### src/rtl/ps2_kbd_rx.sv
// rtl/ps2_kbd_rx.sv - PS/2 set-2 keyboard receiver, decoder and event FIFO
// Optional auto-repeat suppression: define KBD_TYPEMATIC_FILTER_EN.
module ps2_kbd_rx #(
    parameter int DEPTH   = 8,
    parameter int TIMEOUT = 50000
) (
    input  logic       clk,
    input  logic       rst,
    input  logic       ps2_clk,
    input  logic       ps2_data,
    input  logic       rd_en,
    output logic       key_valid,
    output logic [7:0] key_code,
    output logic [7:0] key_ascii,
    output logic       key_break,
    output logic       key_ext,
    output logic       sflag,
    output logic       overflow,
    output logic       parity_err
);

    localparam int AW = $clog2(DEPTH);
    localparam int TW = $clog2(TIMEOUT);

    logic          ps2c_s1, ps2c_s2, ps2c_h;
    logic          ps2d_s1, ps2d_s2;
    logic          fall;
    logic [3:0]    bit_cnt;
    logic [10:0]   sr;
    logic          frame_rdy;
    logic [TW-1:0] tcnt;

    assign fall = ps2c_h & ~ps2c_s2;

    always_ff @(posedge clk or posedge rst) begin
        if (rst) begin
            ps2c_s1   <= 1'b0;
            ps2c_s2   <= 1'b0;
            ps2c_h    <= 1'b0;
            ps2d_s1   <= 1'b0;
            ps2d_s2   <= 1'b0;
            bit_cnt   <= 4'd0;
            sr        <= 11'd0;
            frame_rdy <= 1'b0;
            tcnt      <= '0;
        end else begin
            ps2c_s1   <= ps2_clk;
            ps2c_s2   <= ps2c_s1;
            ps2c_h    <= ps2c_s2;
            ps2d_s1   <= ps2_data;
            ps2d_s2   <= ps2d_s1;
            frame_rdy <= 1'b0;
            if (fall) begin
                sr[bit_cnt] <= ps2d_s2;
                tcnt        <= '0;
                if (bit_cnt == 4'd10) begin
                    bit_cnt   <= 4'd0;
                    frame_rdy <= 1'b1;
                end else begin
                    bit_cnt <= bit_cnt + 4'd1;
                end
            end else if (bit_cnt != 4'd0) begin
                // A stalled partial frame is abandoned; pending prefixes survive.
                if (tcnt == TW'(TIMEOUT - 1)) begin
                    bit_cnt <= 4'd0;
                    tcnt    <= '0;
                end else begin
                    tcnt <= tcnt + 1'b1;
                end
            end else begin
                tcnt <= '0;
            end
        end
    end

    function automatic logic [7:0] to_ascii(input logic [7:0] c, input logic sh);
        logic [7:0] l;
        case (c)
            8'h1C: l = 8'h61; 8'h32: l = 8'h62; 8'h21: l = 8'h63; 8'h23: l = 8'h64;
            8'h24: l = 8'h65; 8'h2B: l = 8'h66; 8'h34: l = 8'h67; 8'h33: l = 8'h68;
            8'h43: l = 8'h69; 8'h3B: l = 8'h6A; 8'h42: l = 8'h6B; 8'h4B: l = 8'h6C;
            8'h3A: l = 8'h6D; 8'h31: l = 8'h6E; 8'h44: l = 8'h6F; 8'h4D: l = 8'h70;
            8'h15: l = 8'h71; 8'h2D: l = 8'h72; 8'h1B: l = 8'h73; 8'h2C: l = 8'h74;
            8'h3C: l = 8'h75; 8'h2A: l = 8'h76; 8'h1D: l = 8'h77; 8'h22: l = 8'h78;
            8'h35: l = 8'h79; 8'h1A: l = 8'h7A;
            8'h45: l = 8'h30; 8'h16: l = 8'h31; 8'h1E: l = 8'h32; 8'h26: l = 8'h33;
            8'h25: l = 8'h34; 8'h2E: l = 8'h35; 8'h36: l = 8'h36; 8'h3D: l = 8'h37;
            8'h3E: l = 8'h38; 8'h46: l = 8'h39;
            8'h29: l = 8'h20; 8'h5A: l = 8'h0D; 8'h66: l = 8'h08;
            default: l = 8'h00;
        endcase
        // Only letters live at or above 0x61, so shift applies to them alone.
        if (sh && l >= 8'h61) l = l - 8'h20;
        return l;
    endfunction

    logic       frame_ok, byte_ok, is_prefix, is_shift, suppress, push_req;
    logic [7:0] code, ascii;
    logic       ext_pend, brk_pend;

    assign code      = sr[8:1];
    assign frame_ok  = frame_rdy && !sr[0] && sr[10] && (^sr[9:1]);
    assign is_prefix = (code == 8'hE0) || (code == 8'hF0);
    assign byte_ok   = frame_ok && !is_prefix;
    assign is_shift  = !ext_pend && ((code == 8'h12) || (code == 8'h59));
    assign ascii     = (ext_pend || brk_pend) ? 8'h00 : to_ascii(code, sflag);
    assign push_req  = byte_ok && !suppress;

`ifdef KBD_TYPEMATIC_FILTER_EN
    logic [8:0] last_make;
    assign suppress = !brk_pend && ({ext_pend, code} == last_make);

    always_ff @(posedge clk or posedge rst) begin
        if (rst) begin
            last_make <= 9'd0;
        end else if (byte_ok) begin
            if (!brk_pend)
                last_make <= {ext_pend, code};
            else if ({ext_pend, code} == last_make)
                last_make <= 9'd0;
        end
    end
`else
    assign suppress = 1'b0;
`endif

    always_ff @(posedge clk or posedge rst) begin
        if (rst) begin
            parity_err <= 1'b0;
            ext_pend   <= 1'b0;
            brk_pend   <= 1'b0;
            sflag      <= 1'b0;
        end else begin
            parity_err <= frame_rdy && !frame_ok;
            if (frame_ok) begin
                if (code == 8'hE0) begin
                    ext_pend <= 1'b1;
                end else if (code == 8'hF0) begin
                    brk_pend <= 1'b1;
                end else begin
                    ext_pend <= 1'b0;
                    brk_pend <= 1'b0;
                    if (is_shift) sflag <= !brk_pend;
                end
            end
        end
    end

    logic [25:0] mem [DEPTH];
    logic [25:0] din, head;
    logic [AW:0] wr_ptr, rd_ptr, wr_next, rd_next;
    logic        full, pop, push_ok;

    assign din     = {ext_pend, brk_pend, code, ascii};
    assign full    = (wr_ptr[AW] != rd_ptr[AW]) && (wr_ptr[AW-1:0] == rd_ptr[AW-1:0]);
    assign pop     = rd_en && key_valid;
    assign push_ok = push_req && (!full || pop);
    assign wr_next = wr_ptr + {{AW{1'b0}}, push_ok};
    assign rd_next = rd_ptr + {{AW{1'b0}}, pop};
    assign {key_ext, key_break, key_code, key_ascii} = head;

    always_ff @(posedge clk) begin
        if (push_ok) mem[wr_ptr[AW-1:0]] <= din;
    end

    always_ff @(posedge clk or posedge rst) begin
        if (rst) begin
            wr_ptr    <= '0;
            rd_ptr    <= '0;
            key_valid <= 1'b0;
            head      <= 26'd0;
            overflow  <= 1'b0;
        end else begin
            wr_ptr    <= wr_next;
            rd_ptr    <= rd_next;
            key_valid <= (wr_next != rd_next);
            // A push into the slot becoming head bypasses the storage read.
            if (push_ok && (wr_ptr == rd_next))
                head <= din;
            else
                head <= mem[rd_next[AW-1:0]];
            if (push_req && full && !pop) overflow <= 1'b1;
        end
    end

endmodule
### config.mk
export PLATFORM = sky130hd
export DESIGN_NAME = ps2_kbd_rx
export DESIGN_NICKNAME = d
export VERILOG_FILES = /design/src/rtl/ps2_kbd_rx.sv
export SDC_FILE = /design/constraint.sdc
export NUM_CORES = 1
export LEC_CHECK = 0
export CORE_AREA = 5 5 184 186
export DETAILED_ROUTE_END_ITERATION = 10
export DIE_AREA = 0 0 189 191
export GPL_ROUTABILITY_DRIVEN = 1
export PLACE_DENSITY_LB_ADDON = 0.15
export SKIP_LAST_GASP = 1
export SYNTH_ARGS = -nofsm -noshare
export SYNTH_HDL_FRONTEND = slang
export SYNTH_SLANG_ARGS = --single-unit
### constraint.sdc
create_clock -name clk -period 10.9 [get_ports clk]
set_clock_uncertainty 0.05 [all_clocks]
set_input_delay 1.09 -clock clk [delete_from_list [all_inputs] [get_ports clk]]
set_output_delay 1.09 -clock clk [all_outputs]
set_load 0.01 [all_outputs]
==> impl_metrics.tcl <==
set metrics [dict create \
    status "finished clean" \
    fmax_mhz 215 \
    ir_drop_v 0.000179 \
    setup-tns-final_ps 0 \
    rsz0062_at_grt "no" \
    hold_violations 0 \
    clk_path_buf_depth 3 \
    netSwitchingFraction_pct 33.5 \
    setup.worst_path.class "flip-flop to flip-flop" \
    antenna_found_initial 0 \
    syn_nets 674 \
    globalplace.congestion 0.793 \
    syn2layout_area_growth_pct 17.6 \
    grt_pass1_wl_um 34100 \
    seq_area_frac_synth_pct 64.3 \
    post_cts_buffers 0 \
    finalSetupViolations 0 \
    fp.dieW_um 189 \
    crit_start "sr[3]" \
    drt-total-wl_um 21700 \
    grt_max_degree 70 \
    fillCellCount 3084 \
    core_um2 32100 \
    crit_fanout 38 \
    synth_ff_type "edfxtp_1" \
    maxSlewHeadroom_pct 20.1 \
    start_kind "flip-flop" \
    io-pin-count 27 \
    final_cell_mix "144 x edfxtp_1, 69 x dfrtp_1, 49 x nand2_1, 36 x mux4_2, 31 x nor2_1" \
    powerDensity_nw_per_um2 280 \
    p_comb_share_pct 35.6 \
    slew_violations 0 \
    track_usage_pct 12.1 \
    die_y_um 191 \
    drtPass1Iterations 4 \
    cts.sinks 213 \
    vias 5425 \
    drt_iter0_markers 426 \
    cts-root-buf "clkbuf_16" \
    synth_enable_flop_cells 144 \
    cts_max_level 1 \
    drive_above_1_share_pct 16.8 \
    post-route-period-util_pct 42.8 \
    hold_start "ps2c_s1" \
    worst_pin_slew_ps 1200 \
    grt-ovfl-total 0 \
    r2r_start "sr[3]" \
    fin_area_um2 11100 \
    clock_latency_ps 530 \
    tritoncts "built" \
    die_area_um2 36100 \
    dpl.hpwl_um 13400 \
    fin_crit_ps 4660 \
    start_util_pct 29.3 \
    final_nets 708 \
    ys_types 56 \
    grt_pass1_vias 5692 \
    final_common_cell "edfxtp_1" \
    antenna_left 0 \
    pwr-share-seq_pct 35.9 \
    wire_per_inst_um 19.5 \
    cp-end-kind "flip-flop" \
    viasPerCell 4.89 \
    post_cts_resized 0 \
    worst_ep_arrival_time_ps 4840 \
    cts_inserted_buffers 27 \
    antenna_cells 0 \
    power_frac_clock_pct 28.5 \
    synthArstFlopShare_pct 32.4 \
    p_leak_uw 0.00399 \
    hold_path.class "flip-flop to flip-flop" \
    cts.clk_slew.worst_paths_ps 60 \
    fp-row-count 66 \
    yosys_register_bits 213 \
    max_cap_violations 0 \
    hold_buffers 0 \
    yosys_warnings 0 \
    syn-cell-area_um2 9410 \
    io_buffers 26 \
    syn_area_per_cell_um2 14.5 \
    postSynthCellCount 648 \
    drc 0 \
    placed_area_um2 10200 \
    p_int_uw 2060 \
    p_switching_uw 1030 \
    required_ps 11080 \
]
registers in the layout, summed over array words and instances, names as in the netlist:
name,cells
ps2c_s1,1
ps2d_s1,1
brk_pend,1
parity_err,1
ps2d_s2,1
rd_ptr,4
bit_cnt,4
sflag,1
key_valid,1
ps2c_s2,1
mem,144
overflow,1
head,18
wr_ptr,4
ext_pend,1
ps2c_h,1
sr,11
tcnt,16
frame_rdy,1
cell usage after synthesis (2+ instances only):
cell type  number  area, um2
nand4_1         8       50.1
nor4b_1         2       17.5
o22ai_1         2       12.5
xor2_1         14        123
ha_1           21        263
clkbuf_1       17       63.8
or3_1           2       12.5
nand3_1        20        100
buf_2          14       70.1
dfrtp_1        69       1730
a211oi_1        2       15.0
mux4_2         36        811
mux2i_1        19        190
inv_1          19       71.3
nor3_1         11       55.1
edfxtp_1      144       4320
a221oi_1        2       17.5
nor2_1         37        139
and2_1          5       31.3
a21o_1          6       45.0
a221o_1         2       20.0
a311oi_1        5       43.8
o211ai_1        4       30.0
nand2_1        49        184
a41o_1          3       30.0
mux2_2         15        169
and3_1          8       50.1
xnor2_1        16        140
nor2b_1         7       43.8
a31oi_1         9       56.3
o21ai_0        27        135
o31ai_1         2       15.0
nand2b_1       11       68.8
a21oi_1        18       90.1
per-layer routing:
metal / global-route usage [%] / vias to the layer above / wire length (um)
li1: - / 2532 / -
met1: 16.2 / 2734 / 9680
met3: 2.34 / 29 / 952
met5: 0 / - / 0
met2: 20.4 / 130 / 10500
met4: 3.20 / 0 / 491
critical path, stage by stage (launching register included):
cell	delay [ps]
dfrtp_1	1060
clkinv_1	540
ha_1	430
xor2_1	250
xnor2_2	170
nand3_1	250
or3_1	480
nor3_2	810
buf_4	320
metrics by stage:
stage               util [%]  setup WS [ps]  instances  power, uW  hold WS (ps)
finish                  34.4           6240       1110       3090           292
global route            34.4           5870       1110       3300           309
CTS                     34.4           6180       1110       3150           298
detailed placement      31.7           6180       1061       2250           289
global placement        31.7           6350       1061       2240           287
floorplan                  -           6900        648       1900           281
path summary, 6_finish.rpt:
check                             to  slack (ps)  cells past startpoint
setup / recovery           mem[0][8]        6240                      8
hold / removal               ps2c_s2         290                      0
setup reg to reg           mem[0][8]        6240                      8
hold reg to reg              ps2c_s2         290                      0
max in group asynchronous    head[9]        9030                      3
min in group asynchronous   tcnt[15]        1150                      3
power by group through the flow:
stage / logic (uW) / registers (uW) / clock network [uW]
after CTS: 1120 / 1110 / 912
final: 1100 / 1110 / 882
after floorplan: 821 / 1080 / 0
after global placement: 1120 / 1120 / 0
after detailed placement: 1120 / 1130 / 0
after global routing: 1220 / 1130 / 952
final cells by class:
| cell class | count | area (um2) | share of cell area, % |
|---|---|---|---|
| Sequential cell | 213 | 6050 | 54.7 |
| Multi-Input combinational cell | 383 | 3190 | 28.8 |
| Clock buffer | 37 | 743 | 6.72 |
| Timing Repair Buffer | 37 | 343 | 3.10 |
| Inverter | 20 | 76.3 | 0.690 |
| Tap cell | 408 | 510 | 4.61 |
| Clock inverter | 12 | 154 | 1.39 |
cells by family after synthesis:
kind of cell,Yosys count,share of synthesized area [%]
AO/OA/AOI/OAI,91,6.24
XOR/XNOR,31,2.97
adder cells (fa/ha/maj),21,2.79
buffers and inverters,52,2.26
flip-flops,213,64.3
multiplexers,70,12.4
AND/OR/NAND/NOR,170,8.99
No activity file was read; power rests on OpenSTA's default activity.
